`config.mk`:
```
export PLATFORM = sky130hd
export DESIGN_NAME = ex_mem_reg
export DESIGN_NICKNAME = d
export VERILOG_FILES = /design/src/rtl/pipe_pkg.sv /design/src/rtl/pipe_skid_buf.sv /design/src/rtl/ex_mem_reg.sv
export SDC_FILE = /design/constraint.sdc
export NUM_CORES = 1
export LEC_CHECK = 0
export BUFFER_PORTS_ARGS = -buffer_cell sky130_fd_sc_hd__buf_4
export CORE_ASPECT_RATIO = 0.5
export CORE_MARGIN = 3
export CORE_UTILIZATION = 53
export DETAILED_ROUTE_END_ITERATION = 8
export PLACE_DENSITY = 0.9
export SYNTH_ARGS = -nofsm -noshare
export SYNTH_HDL_FRONTEND = slang
export SYNTH_SLANG_ARGS = --single-unit
```
`constraint.sdc`:
```
create_clock -name clk -period 1.85 [get_ports clk]
set_clock_uncertainty 0.05 [all_clocks]
set_input_delay 0.0925 -clock clk [delete_from_list [all_inputs] [get_ports clk]]
set_output_delay 0.0925 -clock clk [all_outputs]
set_load 0.01 [all_outputs]
```
`src/rtl/pipe_pkg.sv`:
```
// rtl/pipe_pkg.sv - shared types and constants for the EX/MEM pipeline stage
package pipe_pkg;

  localparam int ANCHO_DEF    = 64;
  localparam int REG_BITS_DEF = 5;
  localparam logic [REG_BITS_DEF-1:0] XZR = 5'd31;

  typedef struct packed {
    logic [ANCHO_DEF-1:0]    alu;
    logic [ANCHO_DEF-1:0]    store_data;
    logic [ANCHO_DEF-1:0]    pc_branch;
    logic [REG_BITS_DEF-1:0] rd;
    logic                    z;
    logic                    cout;
    logic                    reg_write;
    logic                    mem_read;
    logic                    mem_write;
    logic                    branch_taken;
  } ex_mem_t;

  typedef enum logic [1:0] {
    BUF_EMPTY = 2'd0,
    BUF_ONE   = 2'd1,
    BUF_FULL  = 2'd2
  } buf_state_t;

  // Writes to XZR are architecturally discarded, so they never count as a write.
  function automatic logic writes_reg(input logic rw, input logic [REG_BITS_DEF-1:0] rd);
    return rw && (rd != XZR);
  endfunction

endpackage

```
`src/rtl/pipe_skid_buf.sv`:
```
// rtl/pipe_skid_buf.sv - two-entry valid/ready buffer with registered in_ready
module pipe_skid_buf
  import pipe_pkg::*;
#(
  parameter int W = 8
) (
  input  logic         clk,
  input  logic         reset,
  input  logic         clear,
  input  logic         in_valid,
  output logic         in_ready,
  input  logic [W-1:0] in_data,
  output logic         out_valid,
  input  logic         out_ready,
  output logic [W-1:0] out_data
);

  buf_state_t   state, state_next;
  logic [W-1:0] head, skid;
  logic         load_h_in, load_h_skid, load_s;
  logic         push, pop;

  // Both handshake outputs depend only on registered state.
  assign in_ready  = (state != BUF_FULL);
  assign out_valid = (state != BUF_EMPTY);
  assign out_data  = head;
  assign push      = in_valid & in_ready;
  assign pop       = out_valid & out_ready;

  always_comb begin
    state_next  = state;
    load_h_in   = 1'b0;
    load_h_skid = 1'b0;
    load_s      = 1'b0;
    if (clear) begin
      state_next = BUF_EMPTY;
    end else begin
      case (state)
        BUF_EMPTY: begin
          if (push) begin
            load_h_in  = 1'b1;
            state_next = BUF_ONE;
          end
        end
        BUF_ONE: begin
          if (push && pop) begin
            load_h_in = 1'b1;
          end else if (push) begin
            load_s     = 1'b1;
            state_next = BUF_FULL;
          end else if (pop) begin
            state_next = BUF_EMPTY;
          end
        end
        BUF_FULL: begin
          if (pop) begin
            load_h_skid = 1'b1;
            state_next  = BUF_ONE;
          end
        end
        default: state_next = BUF_EMPTY;
      endcase
    end
  end

  always_ff @(posedge clk) begin
    if (reset) state <= BUF_EMPTY;
    else       state <= state_next;
  end

  always_ff @(posedge clk) begin
    if (reset) begin
      head <= '0;
      skid <= '0;
    end else begin
      if (load_h_in)        head <= in_data;
      else if (load_h_skid) head <= skid;
      if (load_s)           skid <= in_data;
    end
  end

endmodule

```
`src/rtl/ex_mem_reg.sv`:
```
// rtl/ex_mem_reg.sv - EX/MEM stage register with branch resolve and forwarding tap
module ex_mem_reg
  import pipe_pkg::*;
#(
  parameter int ANCHO    = ANCHO_DEF,
  parameter int REG_BITS = REG_BITS_DEF
) (
  input  logic                clk,
  input  logic                reset,
  input  logic                in_valid,
  output logic                in_ready,
  input  logic [ANCHO-1:0]    alu_out,
  input  logic                alu_z,
  input  logic                alu_cout,
  input  logic [ANCHO-1:0]    store_data,
  input  logic [ANCHO-1:0]    pc_branch,
  input  logic [REG_BITS-1:0] rd,
  input  logic                reg_write,
  input  logic                mem_read,
  input  logic                mem_write,
  input  logic                branch,
  input  logic                flush,
  output logic                out_valid,
  input  logic                out_ready,
  output logic [ANCHO-1:0]    out_alu,
  output logic [ANCHO-1:0]    out_store_data,
  output logic [ANCHO-1:0]    out_pc_branch,
  output logic [REG_BITS-1:0] out_rd,
  output logic                out_z,
  output logic                out_cout,
  output logic                out_reg_write,
  output logic                out_mem_read,
  output logic                out_mem_write,
  output logic                out_branch_taken,
  output logic                fwd_valid,
  output logic [REG_BITS-1:0] fwd_rd,
  output logic [ANCHO-1:0]    fwd_data
);

  ex_mem_t cap, head;

  always_comb begin
    cap              = '0;
    cap.alu          = alu_out;
    cap.store_data   = store_data;
    cap.pc_branch    = pc_branch;
    cap.rd           = rd;
    cap.z            = alu_z;
    cap.cout         = alu_cout;
    cap.reg_write    = writes_reg(reg_write, rd);
    cap.mem_read     = mem_read;
    cap.mem_write    = mem_write;
    cap.branch_taken = branch & alu_z;
  end

  // Flush discards the incoming instruction as well as everything held.
  pipe_skid_buf #(.W($bits(ex_mem_t))) u_buf (
    .clk       (clk),
    .reset     (reset),
    .clear     (flush),
    .in_valid  (in_valid & ~flush),
    .in_ready  (in_ready),
    .in_data   (cap),
    .out_valid (out_valid),
    .out_ready (out_ready),
    .out_data  (head)
  );

  assign out_alu          = head.alu;
  assign out_store_data   = head.store_data;
  assign out_pc_branch    = head.pc_branch;
  assign out_rd           = head.rd;
  assign out_z            = head.z;
  assign out_cout         = head.cout;
  assign out_reg_write    = head.reg_write;
  assign out_mem_read     = head.mem_read;
  assign out_mem_write    = head.mem_write;
  assign out_branch_taken = head.branch_taken;

  // A load's result is not available until MEM, so it cannot be bypassed from here.
  assign fwd_valid = out_valid & head.reg_write & ~head.mem_read;
  assign fwd_rd    = head.rd;
  assign fwd_data  = head.alu;

endmodule

```
==> results.json <==
{
  "outcome": "complete, but fails checks",
  "violations": "negative setup slack",
  "initial_core_util": 0.544,
  "dr.pass1.iters": 8,
  "tightest_slew_ns": 0.759,
  "cts_tree": "built",
  "fp.dieH_um": 134,
  "ys_top_cells_by_count": "408 x dfxtp_1, 406 x nand2_1, 204 x a21oi_1, 202 x nand3_1, 201 x nor3_1",
  "finalNetCount": 2875,
  "hold_path_depth": 2,
  "rsz0062_at_grt": "true",
  "vias_per_cell": 6.67,
  "ys_seq_area_frac": 0.469,
  "numCtsBuffers": 37,
  "antenna_found_initial": 10,
  "synth_adder_area_share": 0,
  "setup_slack_ns": -0.0133,
  "fin_setup_tns_ns": -0.0243,
  "dr_total_vias": 20900,
  "synth_xor_area_frac": 0,
  "synth_top_family_by_area": "compound AO/OA/AOI/OAI gates",
  "crit_arrival_ns": 2.18,
  "startpoint_type": "flop",
  "synth_area_mm2": 0.0174,
  "io_buffers": 482,
  "wl_per_cell_um": 23.1,
  "setup_violations": 2,
  "syn_to_final_growth_pct": 41.7,
  "die-area_mm2": 0.0352,
  "fp-row-count": 46,
  "post-route-period-util": 1.01,
  "synth_area_per_cell_um2": 8.03,
  "worstPathRequired_ns": 2.17,
  "pre_cts_ws_ns": 0.0160,
  "synthSimpleGateAreaFrac": 0.211,
  "rr_worst_depth": 5,
  "yosys_warnings": 0,
  "synthCells": 2169,
  "synth_area_leaders": "dfxtp_1 47%, a311oi_1 9.7%, nand2_1 8.7%, a21oi_1 5.9%, nand3_1 5.8%",
  "wl_mm": 72.5,
  "cts_buffer_depth": 3,
  "grt_pass1_vias": 19600,
  "synth_most_common_cell": "dfxtp_1",
  "end_kind": "flop",
  "cp_max_fo": 68,
  "final_layout_size_suffix_gt1_frac": 0.244,
  "drc_errors": 0,
  "synth-edff-count": 0,
  "vdd_drop_max_uv": 713,
  "dp_hpwl_mm": 36.2,
  "leakagePower_uw": 0.00928,
  "hold_viol": 0,
  "slew_headroom": 0.494,
  "pwr_density_cell_mw_per_mm2": 837,
  "drtIter0Drc": 3624,
  "grt_pass1_wl_mm": 107,
  "postRouteAntennaNets": 0,
  "fp.dieW_um": 262,
  "globalRouteTotalUtil": 0.365,
  "htree_levels": 2,
  "numClockSinks": 408,
  "max_clock_freq_mhz": 537,
  "fin_crit_ns": 1.86,
  "hold_class": "in -> reg",
  "synth_compound_area_frac": 0.225,
  "place.gp.congestion": 0.872,
  "ys_seq_elements": 408,
  "clk_pin_slew_ns": 0.07,
  "gr-total-overflow": 0,
  "synthFlopType": "dfxtp_1",
  "synth.top_cell.area_share": 0.469,
  "num_io_pins": 483,
  "hold_ws_ns": 0.0297,
  "finalMaxSlewViolations": 0,
  "clkLatencyLatePin_ns": 0.53,
  "synthMuxAreaShare": 0.00115,
  "grt_max_degree": 121,
  "async_reset_ff_frac": 0,
  "core_region_area_mm2": 0.0320,
  "crit_type": "reg -> reg",
  "syn_nets": 2377,
  "drv_cap": 0,
  "cts_root_buffer": "clkbuf_16",
  "synth_cell_types": 35,
  "synth_top_cell_by_area": "dfxtp_1"
}
[final cells by class]
type                            instances  area, µm²
Sequential cell                       408       8170
Multi-Input combinational cell       1443       7700
Fill cell                            2003       7310
Timing Repair Buffer                  777       7040
Clock buffer                           52       1090
Tap cell                              432        541
Clock inverter                         10        118
Antenna cell                           11       27.5
[logic make-up after synthesis]
group                  count (synthesis)
DFF                                  408
AOI/OAI and AO/OA                    616
muxes                                  2
buffers and inverters                318
and+or+nand+nor                      825
[cells in the final DEF (no fill, tap or decap), drive strengths merged, types with 2 or more instances in the layout]
master and count:
or3b 2, nor2 2, a21oi 204, nand2b 2, diode 11, nand2 407, o21ai 204, bufinv 2
dfxtp 408, buf 564, nand3 202, dlygate4sd3 207, mux2i 2, clkinv 7, clkbuf 58, a311oi 202
nor3 201
[through the flow]
| step | utilization | area [µm²] | total power (µW) | instances |
|---|---|---|---|---|
| CTS | 0.760 | 24300 | 20300 | 3108 |
| global route | 0.771 | 24700 | 21200 | 3131 |
| floorplan | - | 17400 | 10800 | 2169 |
| global placement | 0.657 | 21000 | 12200 | 2837 |
| finish | 0.772 | 24700 | 20700 | 3133 |
| detailed placement | 0.657 | 21000 | 12200 | 2837 |
[metal layers]
metal,vias up,part of all wire,wire length (µm),track usage
met5,-,0.00015,11,0
met4,2,0.088,6380,0.258
met3,610,0.11,7870,0.0856
met2,1954,0.46,33300,0.600
met1,9585,0.34,25000,0.426
li1,8738,-,-,-
[power breakdown]
part	switching, µW	leakage [µW]	total, µW	internal [µW]
sequential	302	0.00333	9440	9140
clock	3580	0.000598	7990	4410
combinational	1680	0.00535	3230	1550
[state kept, by name, indices dropped and copies added (netlist names)]
signal / flops
u_buf.out_data: 203
u_buf.skid: 203
u_buf.state: 2
[repair_timing]
item                                   CTS  global route
endpoints found under the hold margin  408             0
resized for setup                        0            21
pin swaps                                0             3
gates cloned                             0             6
buffers inserted                         2             8
hold buffers                           207             0
setup endpoints to repair                1           124
[critical path, cell delays in order (launching register included)]
cell and delay, ns:
dfxtp_2 0.43, nor2b_4 0.22, buf_4 0.16, buf_12 0.25
nor3_1 0.12, a311oi_1 0.40
[final timing paths]
check / slack, ns / startpoint / endpoint
min reg2reg: 0.42 / u_buf.skid[73] / u_buf.out_data[73]
max: -0.01 / u_buf.state[0] / u_buf.out_data[174]
max reg2reg: -0.01 / u_buf.state[0] / u_buf.out_data[174]
min: 0.03 / reset / u_buf.skid[115]
Power figures use the tool's default switching activity.
